==> src/rtl/pwm_ramp_sequencer_if.sv <==
// Handshake/bus bundle between the register block, the ramp sequencer and the pwm instance.
// Names are from the sequencer's point of view: i_* into the sequencer, o_* out of it.
interface pwm_ramp_sequencer_if #(
  parameter int W = 32
);
  logic         i_start;
  logic         i_stop;
  logic         i_fault;
  logic         i_fault_clear;
  logic [W-1:0] i_period_in;
  logic [W-1:0] i_target_duty;
  logic [W-1:0] i_step;
  logic         i_ovf;
  logic [W-1:0] o_pwm_period;
  logic [W-1:0] o_pwm_duty;
  logic         o_pwm_en;
  logic         o_pwm_rst;
  logic         o_ovf_en;
  logic [2:0]   o_state;
  logic         o_busy;
  logic         o_at_target;

  // Register side drives commands and observes status.
  modport master (
    output i_start, i_stop, i_fault, i_fault_clear, i_period_in, i_target_duty, i_step, i_ovf,
    input  o_pwm_period, o_pwm_duty, o_pwm_en, o_pwm_rst, o_ovf_en, o_state, o_busy, o_at_target
  );

  modport slave (
    input  i_start, i_stop, i_fault, i_fault_clear, i_period_in, i_target_duty, i_step, i_ovf,
    output o_pwm_period, o_pwm_duty, o_pwm_en, o_pwm_rst, o_ovf_en, o_state, o_busy, o_at_target
  );
endinterface

==> src/rtl/pwm_ramp_sequencer.sv <==
// Soft start/stop and duty ramp controller for one pwm channel, timed by the pwm ovf pulse.
// Optional macro PWM_SEQ_FAULT_LATCH_EN makes FAULT sticky until fault_clear with fault low.
module pwm_ramp_sequencer #(
  parameter int W       = 32,
  parameter int PRE_CYC = 4
) (
  input  logic               clk,
  input  logic               reset,
  pwm_ramp_sequencer_if.slave bus
);
  localparam int CW = (PRE_CYC > 1) ? $clog2(PRE_CYC) : 1;

  typedef enum logic [2:0] {
    S_IDLE     = 3'd0,
    S_PRELOAD  = 3'd1,
    S_RAMP     = 3'd2,
    S_RUN      = 3'd3,
    S_STOPPING = 3'd4,
    S_FAULT    = 3'd5
  } state_t;

  state_t        r_state, w_nxt_state;
  logic [W-1:0]  r_duty, w_nxt_duty;
  logic [W-1:0]  r_period, w_nxt_period;
  logic [CW-1:0] r_cnt, w_nxt_cnt;
  logic          r_en, r_rst, r_ovf_en, r_busy, r_at_target;

  logic [W-1:0]  w_tgt, w_up, w_dn, w_ramp, w_stop;
  logic [W:0]    w_sum;
  logic          w_active;

  // Ramp arithmetic: the up-sum keeps a carry bit so a large step saturates at tgt.
  always_comb begin
    w_tgt = (bus.i_target_duty > bus.i_period_in) ? bus.i_period_in : bus.i_target_duty;
    w_sum = {1'b0, r_duty} + {1'b0, bus.i_step};
    w_up  = (w_sum > {1'b0, w_tgt}) ? w_tgt : w_sum[W-1:0];
    w_dn  = (bus.i_step >= (r_duty - w_tgt)) ? w_tgt : (r_duty - bus.i_step);
    if (bus.i_step == '0)     w_ramp = w_tgt;
    else if (r_duty < w_tgt)  w_ramp = w_up;
    else                      w_ramp = w_dn;
    if ((bus.i_step == '0) || (bus.i_step >= r_duty)) w_stop = '0;
    else                                              w_stop = r_duty - bus.i_step;
  end

  always_comb begin
    w_nxt_state  = r_state;
    w_nxt_duty   = r_duty;
    w_nxt_period = r_period;
    w_nxt_cnt    = r_cnt;
    if (bus.i_fault) begin
      w_nxt_state = S_FAULT;
      w_nxt_duty  = '0;
    end else begin
      case (r_state)
        S_IDLE: begin
          w_nxt_duty = '0;
          if (bus.i_start) begin
            w_nxt_state  = S_PRELOAD;
            w_nxt_period = bus.i_period_in;
            w_nxt_cnt    = '0;
          end
        end
        S_PRELOAD: begin
          w_nxt_duty = '0;
          if (r_cnt == CW'(PRE_CYC - 1)) w_nxt_state = S_RAMP;
          else                           w_nxt_cnt   = r_cnt + 1'b1;
        end
        S_RAMP: begin
          if (bus.i_stop)             w_nxt_state = S_STOPPING;
          else if (r_duty == w_tgt)   w_nxt_state = S_RUN;
          else if (bus.i_ovf)         w_nxt_duty  = w_ramp;
        end
        S_RUN: begin
          if (bus.i_stop)             w_nxt_state = S_STOPPING;
          else if (r_duty != w_tgt)   w_nxt_state = S_RAMP;
          else if (bus.i_ovf)         w_nxt_period = bus.i_period_in;
        end
        S_STOPPING: begin
          if (bus.i_ovf) begin
            if (r_duty == '0) w_nxt_state = S_IDLE;
            else              w_nxt_duty  = w_stop;
          end
        end
        S_FAULT: begin
          w_nxt_duty = '0;
`ifdef PWM_SEQ_FAULT_LATCH_EN
          if (bus.i_fault_clear) w_nxt_state = S_IDLE;
`else
          w_nxt_state = S_IDLE;
`endif
        end
        default: w_nxt_state = S_IDLE;
      endcase
    end
  end

`ifndef PWM_SEQ_FAULT_LATCH_EN
  logic w_unused;
  assign w_unused = bus.i_fault_clear;
`endif

  assign w_active = (w_nxt_state == S_RAMP) || (w_nxt_state == S_RUN) ||
                    (w_nxt_state == S_STOPPING);

  always_ff @(posedge clk) begin
    if (reset) begin
      r_state     <= S_IDLE;
      r_duty      <= '0;
      r_period    <= '0;
      r_cnt       <= '0;
      r_en        <= 1'b0;
      r_rst       <= 1'b1;
      r_ovf_en    <= 1'b0;
      r_busy      <= 1'b0;
      r_at_target <= 1'b0;
    end else begin
      r_state     <= w_nxt_state;
      r_duty      <= w_nxt_duty;
      r_period    <= w_nxt_period;
      r_cnt       <= w_nxt_cnt;
      r_en        <= w_active;
      r_rst       <= !w_active;
      r_ovf_en    <= w_active;
      r_busy      <= (w_nxt_state != S_IDLE) && (w_nxt_state != S_FAULT);
      r_at_target <= (w_nxt_state == S_RUN);
    end
  end

  assign bus.o_pwm_period = r_period;
  assign bus.o_pwm_duty   = r_duty;
  assign bus.o_pwm_en     = r_en;
  assign bus.o_pwm_rst    = r_rst;
  assign bus.o_ovf_en     = r_ovf_en;
  assign bus.o_state      = r_state;
  assign bus.o_busy       = r_busy;
  assign bus.o_at_target  = r_at_target;
endmodule
==> src/flat_wrapper.sv <==
// flat-port wrapper written by rule: the top's interface ports become plain ports
module pwm_ramp_sequencer_flat 
#(
  parameter int W       = 32,
  parameter int PRE_CYC = 4
)
  (clk, reset, bus_i_start, bus_i_stop, bus_i_fault, bus_i_fault_clear, bus_i_period_in, bus_i_target_duty, bus_i_step, bus_i_ovf, bus_o_pwm_period, bus_o_pwm_duty, bus_o_pwm_en, bus_o_pwm_rst, bus_o_ovf_en, bus_o_state, bus_o_busy, bus_o_at_target);
  pwm_ramp_sequencer_if #(.W(W)) bus_i ();
  input  logic clk;
  input  logic reset;
  input wire logic [$bits(bus_i.i_start)-1:0] bus_i_start;
  input wire logic [$bits(bus_i.i_stop)-1:0] bus_i_stop;
  input wire logic [$bits(bus_i.i_fault)-1:0] bus_i_fault;
  input wire logic [$bits(bus_i.i_fault_clear)-1:0] bus_i_fault_clear;
  input wire logic [$bits(bus_i.i_period_in)-1:0] bus_i_period_in;
  input wire logic [$bits(bus_i.i_target_duty)-1:0] bus_i_target_duty;
  input wire logic [$bits(bus_i.i_step)-1:0] bus_i_step;
  input wire logic [$bits(bus_i.i_ovf)-1:0] bus_i_ovf;
  output wire logic [$bits(bus_i.o_pwm_period)-1:0] bus_o_pwm_period;
  output wire logic [$bits(bus_i.o_pwm_duty)-1:0] bus_o_pwm_duty;
  output wire logic [$bits(bus_i.o_pwm_en)-1:0] bus_o_pwm_en;
  output wire logic [$bits(bus_i.o_pwm_rst)-1:0] bus_o_pwm_rst;
  output wire logic [$bits(bus_i.o_ovf_en)-1:0] bus_o_ovf_en;
  output wire logic [$bits(bus_i.o_state)-1:0] bus_o_state;
  output wire logic [$bits(bus_i.o_busy)-1:0] bus_o_busy;
  output wire logic [$bits(bus_i.o_at_target)-1:0] bus_o_at_target;
  assign bus_i.i_start = bus_i_start;
  assign bus_i.i_stop = bus_i_stop;
  assign bus_i.i_fault = bus_i_fault;
  assign bus_i.i_fault_clear = bus_i_fault_clear;
  assign bus_i.i_period_in = bus_i_period_in;
  assign bus_i.i_target_duty = bus_i_target_duty;
  assign bus_i.i_step = bus_i_step;
  assign bus_i.i_ovf = bus_i_ovf;
  assign bus_o_pwm_period = bus_i.o_pwm_period;
  assign bus_o_pwm_duty = bus_i.o_pwm_duty;
  assign bus_o_pwm_en = bus_i.o_pwm_en;
  assign bus_o_pwm_rst = bus_i.o_pwm_rst;
  assign bus_o_ovf_en = bus_i.o_ovf_en;
  assign bus_o_state = bus_i.o_state;
  assign bus_o_busy = bus_i.o_busy;
  assign bus_o_at_target = bus_i.o_at_target;
  pwm_ramp_sequencer #(.W(W), .PRE_CYC(PRE_CYC)) u_core (.clk(clk), .reset(reset), .bus(bus_i));
endmodule
==> config.mk <==
export PLATFORM = sky130hd
export DESIGN_NAME = pwm_ramp_sequencer_flat
export DESIGN_NICKNAME = d
export VERILOG_FILES = /design/src/rtl/pwm_ramp_sequencer_if.sv /design/src/rtl/pwm_ramp_sequencer.sv /design/src/flat_wrapper.sv
export SDC_FILE = /design/constraint.sdc
export NUM_CORES = 1
export LEC_CHECK = 0
export BUFFER_PORTS_ARGS = -buffer_cell sky130_fd_sc_hd__buf_2
export CAP_MARGIN = 30
export CORE_UTILIZATION = 50
export CTS_CLUSTER_DIAMETER = 50
export DETAILED_ROUTE_END_ITERATION = 8
export PLACE_DENSITY = 0.76
export SLEW_MARGIN = 30
export SYNTH_ARGS = -nofsm -noshare
export SYNTH_HDL_FRONTEND = slang
export SYNTH_SLANG_ARGS = --single-unit
==> constraint.sdc <==
create_clock -name clk -period 13.8 [get_ports clk]
set_input_delay 0.69 -clock clk [delete_from_list [all_inputs] [get_ports clk]]
set_output_delay 0.69 -clock clk [all_outputs]
set_load 0.05 [all_outputs]
==> results.yml <==
outcome:
  status: "finished, final reports clean"
critical_path:
  worst-path-max-fanout: 58
  crit_required_ns: 14.08
  slowest_delay_ns: 0.74
  arrival_ns: 9.29
  cp-end-kind: "register"
  path_class: "input pin to register"
  regToRegSetupSlack_ns: 7.03
  start_kind: "input pin"
  critPathSlowestCell: "nand2_2"
logic_synthesis:
  synth-seq-area-share_pct: 12.6
  synth-seq-cells: 73
  async_flop_share_pct: 0
  syn-num-nets: 1843
  synth_edf_count: 0
  synth_top_family_by_area: "compound AO/OA/AOI/OAI gates"
  synth_top_cell_area_share_pct: 20.9
  syn_area_per_cell_um2: 7.49
  yosys_most_used_dff: "dfxtp_1"
  synth_top_area_cell: "ha_1"
  ys_types: 95
  synth_mux_area_share_pct: 3.51
  synth_cells: 1544
  yosys-top-cells-area: "ha_1 21%, dfxtp_1 13%, a21oi_1 7.1%"
  synth-compound-area-share_pct: 30.3
  syn_area_um2: 11600
  synthAdderAreaFrac_pct: 21.4
  synth-xor-area-share_pct: 5.37
  ys_warn_count: 0
  synth-simple-area-share_pct: 19.9
clocking:
  cts.sinks: 73
  clock-root-buffer: "clkbuf_16"
  post_cts_buffers: 0
  cts_buffers: 9
  clk_pin_slew_ns: 0.07
  cts_tree: "yes"
  cts_htree_levels: 3
  clock_path_buffers: 2
  cts_resized: 0
  clk_latency_ns: 0.35
  holdBufCountCts: 0
timing:
  skew_ns: 0.0104
  setup_tns_ns: 0
  fmax_ghz: 0.111
  tightest_slew_ns: 0.977
  max_slew_margin_pct: 34.9
  post-route-min-period_ns: 9.01
  final-hold-violation-count: 0
  finalMaxSlewViolations: 0
  min_period_over_period_pct: 65.3
  setup_violations: 0
  rsz0062_at_grt: "false"
worst_hold_path:
  hold_path_class: "register to register"
drt:
  via_count: 12608
  dr.pass1.iters: 6
  drt_iter0_markers: 1330
  routed_wl_mm: 40.5
  ant_nets: 0
  vias_per_cell: 6.45
  wire_per_inst_um: 20.7
  drc: 0
global_route:
  grt_max_degree: 59
  met3_usage_pct: 5.78
  grtUsageMet2_pct: 51.7
  antenna_found_initial: 0
  grt_pass1_wl_mm: 62.3
  grt_pass1_vias: 11566
  grt_use_total_pct: 33.3
  use_met1_pct: 45.5
  overflow: 0
  grt_most_used_layer: "met2"
floorplan:
  num_rows: 55
  die-area_um2: 23700
  ioPinCount: 175
  die_width_um: 154
  initial_core_util_pct: 51.0
  die_y_um: 154
  fp.coreArea_um2: 22600
placed_design:
  port_buffers: 173
  hpwl_mm: 32.4
  gp_congestion: 0.990
  dp.cells: 1940
layout:
  num_antenna_cells: 0
  nets: 1965
  syn_to_final_growth_pct: 11.2
  stdcell_count: 1956
  drive_above_1_share_pct: 16.0
  fin_util_pct: 56.7
job:
  cap_violations: 0
power:
  powerDensity_nw_per_um2: 75.0
  power.leakage_nw: 6.08
  irDropWorstVdd_mv: 0.0638
## layout by cell type (no fill, tap or decap), types with 36 or more instances in the layout
master / n
dfxtp_1: 73
inv_1: 118
mux2i_1: 36
buf_2: 173
nand2_1: 86
xnor2_1: 50
nor2_1: 173
ha_1: 193
nor3_1: 37
a21oi_1: 164
o21ai_0: 75
## final timing paths
path | from | to | cells after the start
worst min-delay path | u_core.bus.o_pwm_period[25] | u_core.bus.o_pwm_period[25] | 2
worst max-delay path | bus_i_period_in[11] | u_core.bus.o_pwm_duty[29] | 31
worst min register to register | u_core.bus.o_pwm_period[25] | u_core.bus.o_pwm_period[25] | 2
worst max register to register | u_core.bus.o_pwm_duty[1] | u_core.bus.o_pwm_duty[29] | 21
## cells in the mapped netlist (5+ instances only)
cell	n
nor3_1	37
a211oi_1	17
o31ai_1	8
o21ai_0	75
o21bai_1	18
a221oi_1	17
o2111ai_1	7
a21oi_1	164
nor2_1	174
o21a_1	7
o31ai_2	8
nor2b_1	11
a21o_1	24
o221ai_1	8
a22oi_1	8
buf_6	5
or2_2	14
a32oi_1	6
o211ai_1	18
ha_1	193
mux2i_1	36
xor2_1	19
nor3b_1	5
o311ai_1	5
nand4_1	34
clkbuf_1	33
a31oi_1	12
nor4_1	29
buf_2	20
dfxtp_1	73
inv_1	118
nand2_1	87
xnor2_1	50
a221oi_2	7
nand3_1	35
buf_4	5
nand2b_1	19
a31o_2	6
and2_1	7
o31a_1	12
or3_1	10
## kinds of logic after synthesis
family,after synthesis
mux,40
buf+inv,189
simple gates,482
flops,73
compound gates,494
fa+ha+maj,196
xor+xnor,70
## registers in the layout, indices dropped and copies added (netlist names)
register                 flops
u_core.r_cnt                 2
u_core.bus.o_state           3
u_core.bus.o_pwm_period     32
u_core.bus.o_pwm_en          1
u_core.bus.o_at_target       1
u_core.bus.o_busy            1
u_core.bus.o_pwm_duty       32
u_core.bus.o_pwm_rst         1
## metal layers
| metal | wire [um] | share of wire (%) | vias up |
|---|---|---|---|
| met5 | 0 | 0 | - |
| li1 | - | - | 5973 |
| met4 | 1420 | 3.5 | 0 |
| met2 | 17200 | 43 | 756 |
| met1 | 17500 | 43 | 5772 |
| met3 | 4320 | 11 | 107 |
## per-stage QoR
stage	area (um^2)	total power, mW	hold slack, ns	setup slack, ns
after floorplan	11600	0.548	0.465	6.85
after global placement	12500	0.662	0.470	4.35
after detailed placement	12500	0.671	0.479	4.28
after CTS	12800	0.955	0.494	4.60
after global routing	12800	1.02	0.520	4.22
final	12800	0.964	0.490	4.79
## power by group
| group | switching [mW] | internal (mW) | total [mW] |
|---|---|---|---|
| clock network | 0.105 | 0.179 | 0.284 |
| registers | 0.00836 | 0.217 | 0.226 |
| logic | 0.294 | 0.160 | 0.454 |
| total | 0.408 | 0.556 | 0.964 |
## critical path, delay by kind of cell
| kind | cells | cell delay, ns |
|---|---|---|
| mux | 1 | 0.46 |
| xor+xnor | 1 | 0.14 |
| simple gates | 9 | 2.63 |
| compound gates | 13 | 3.50 |
| buf+inv | 3 | 0.61 |
| fa+ha+maj | 4 | 1.24 |
## cell type report
cell class                 count  area (um^2)
timing repair buffer         178          903
clock inverter                 7          125
clock buffer                   9          225
sequential                    73         1460
tap                          285          357
inverter                     122          458
multi-input combinational   1282         9320
fill                        2169         9790
(Power assumes the default switching activity.)
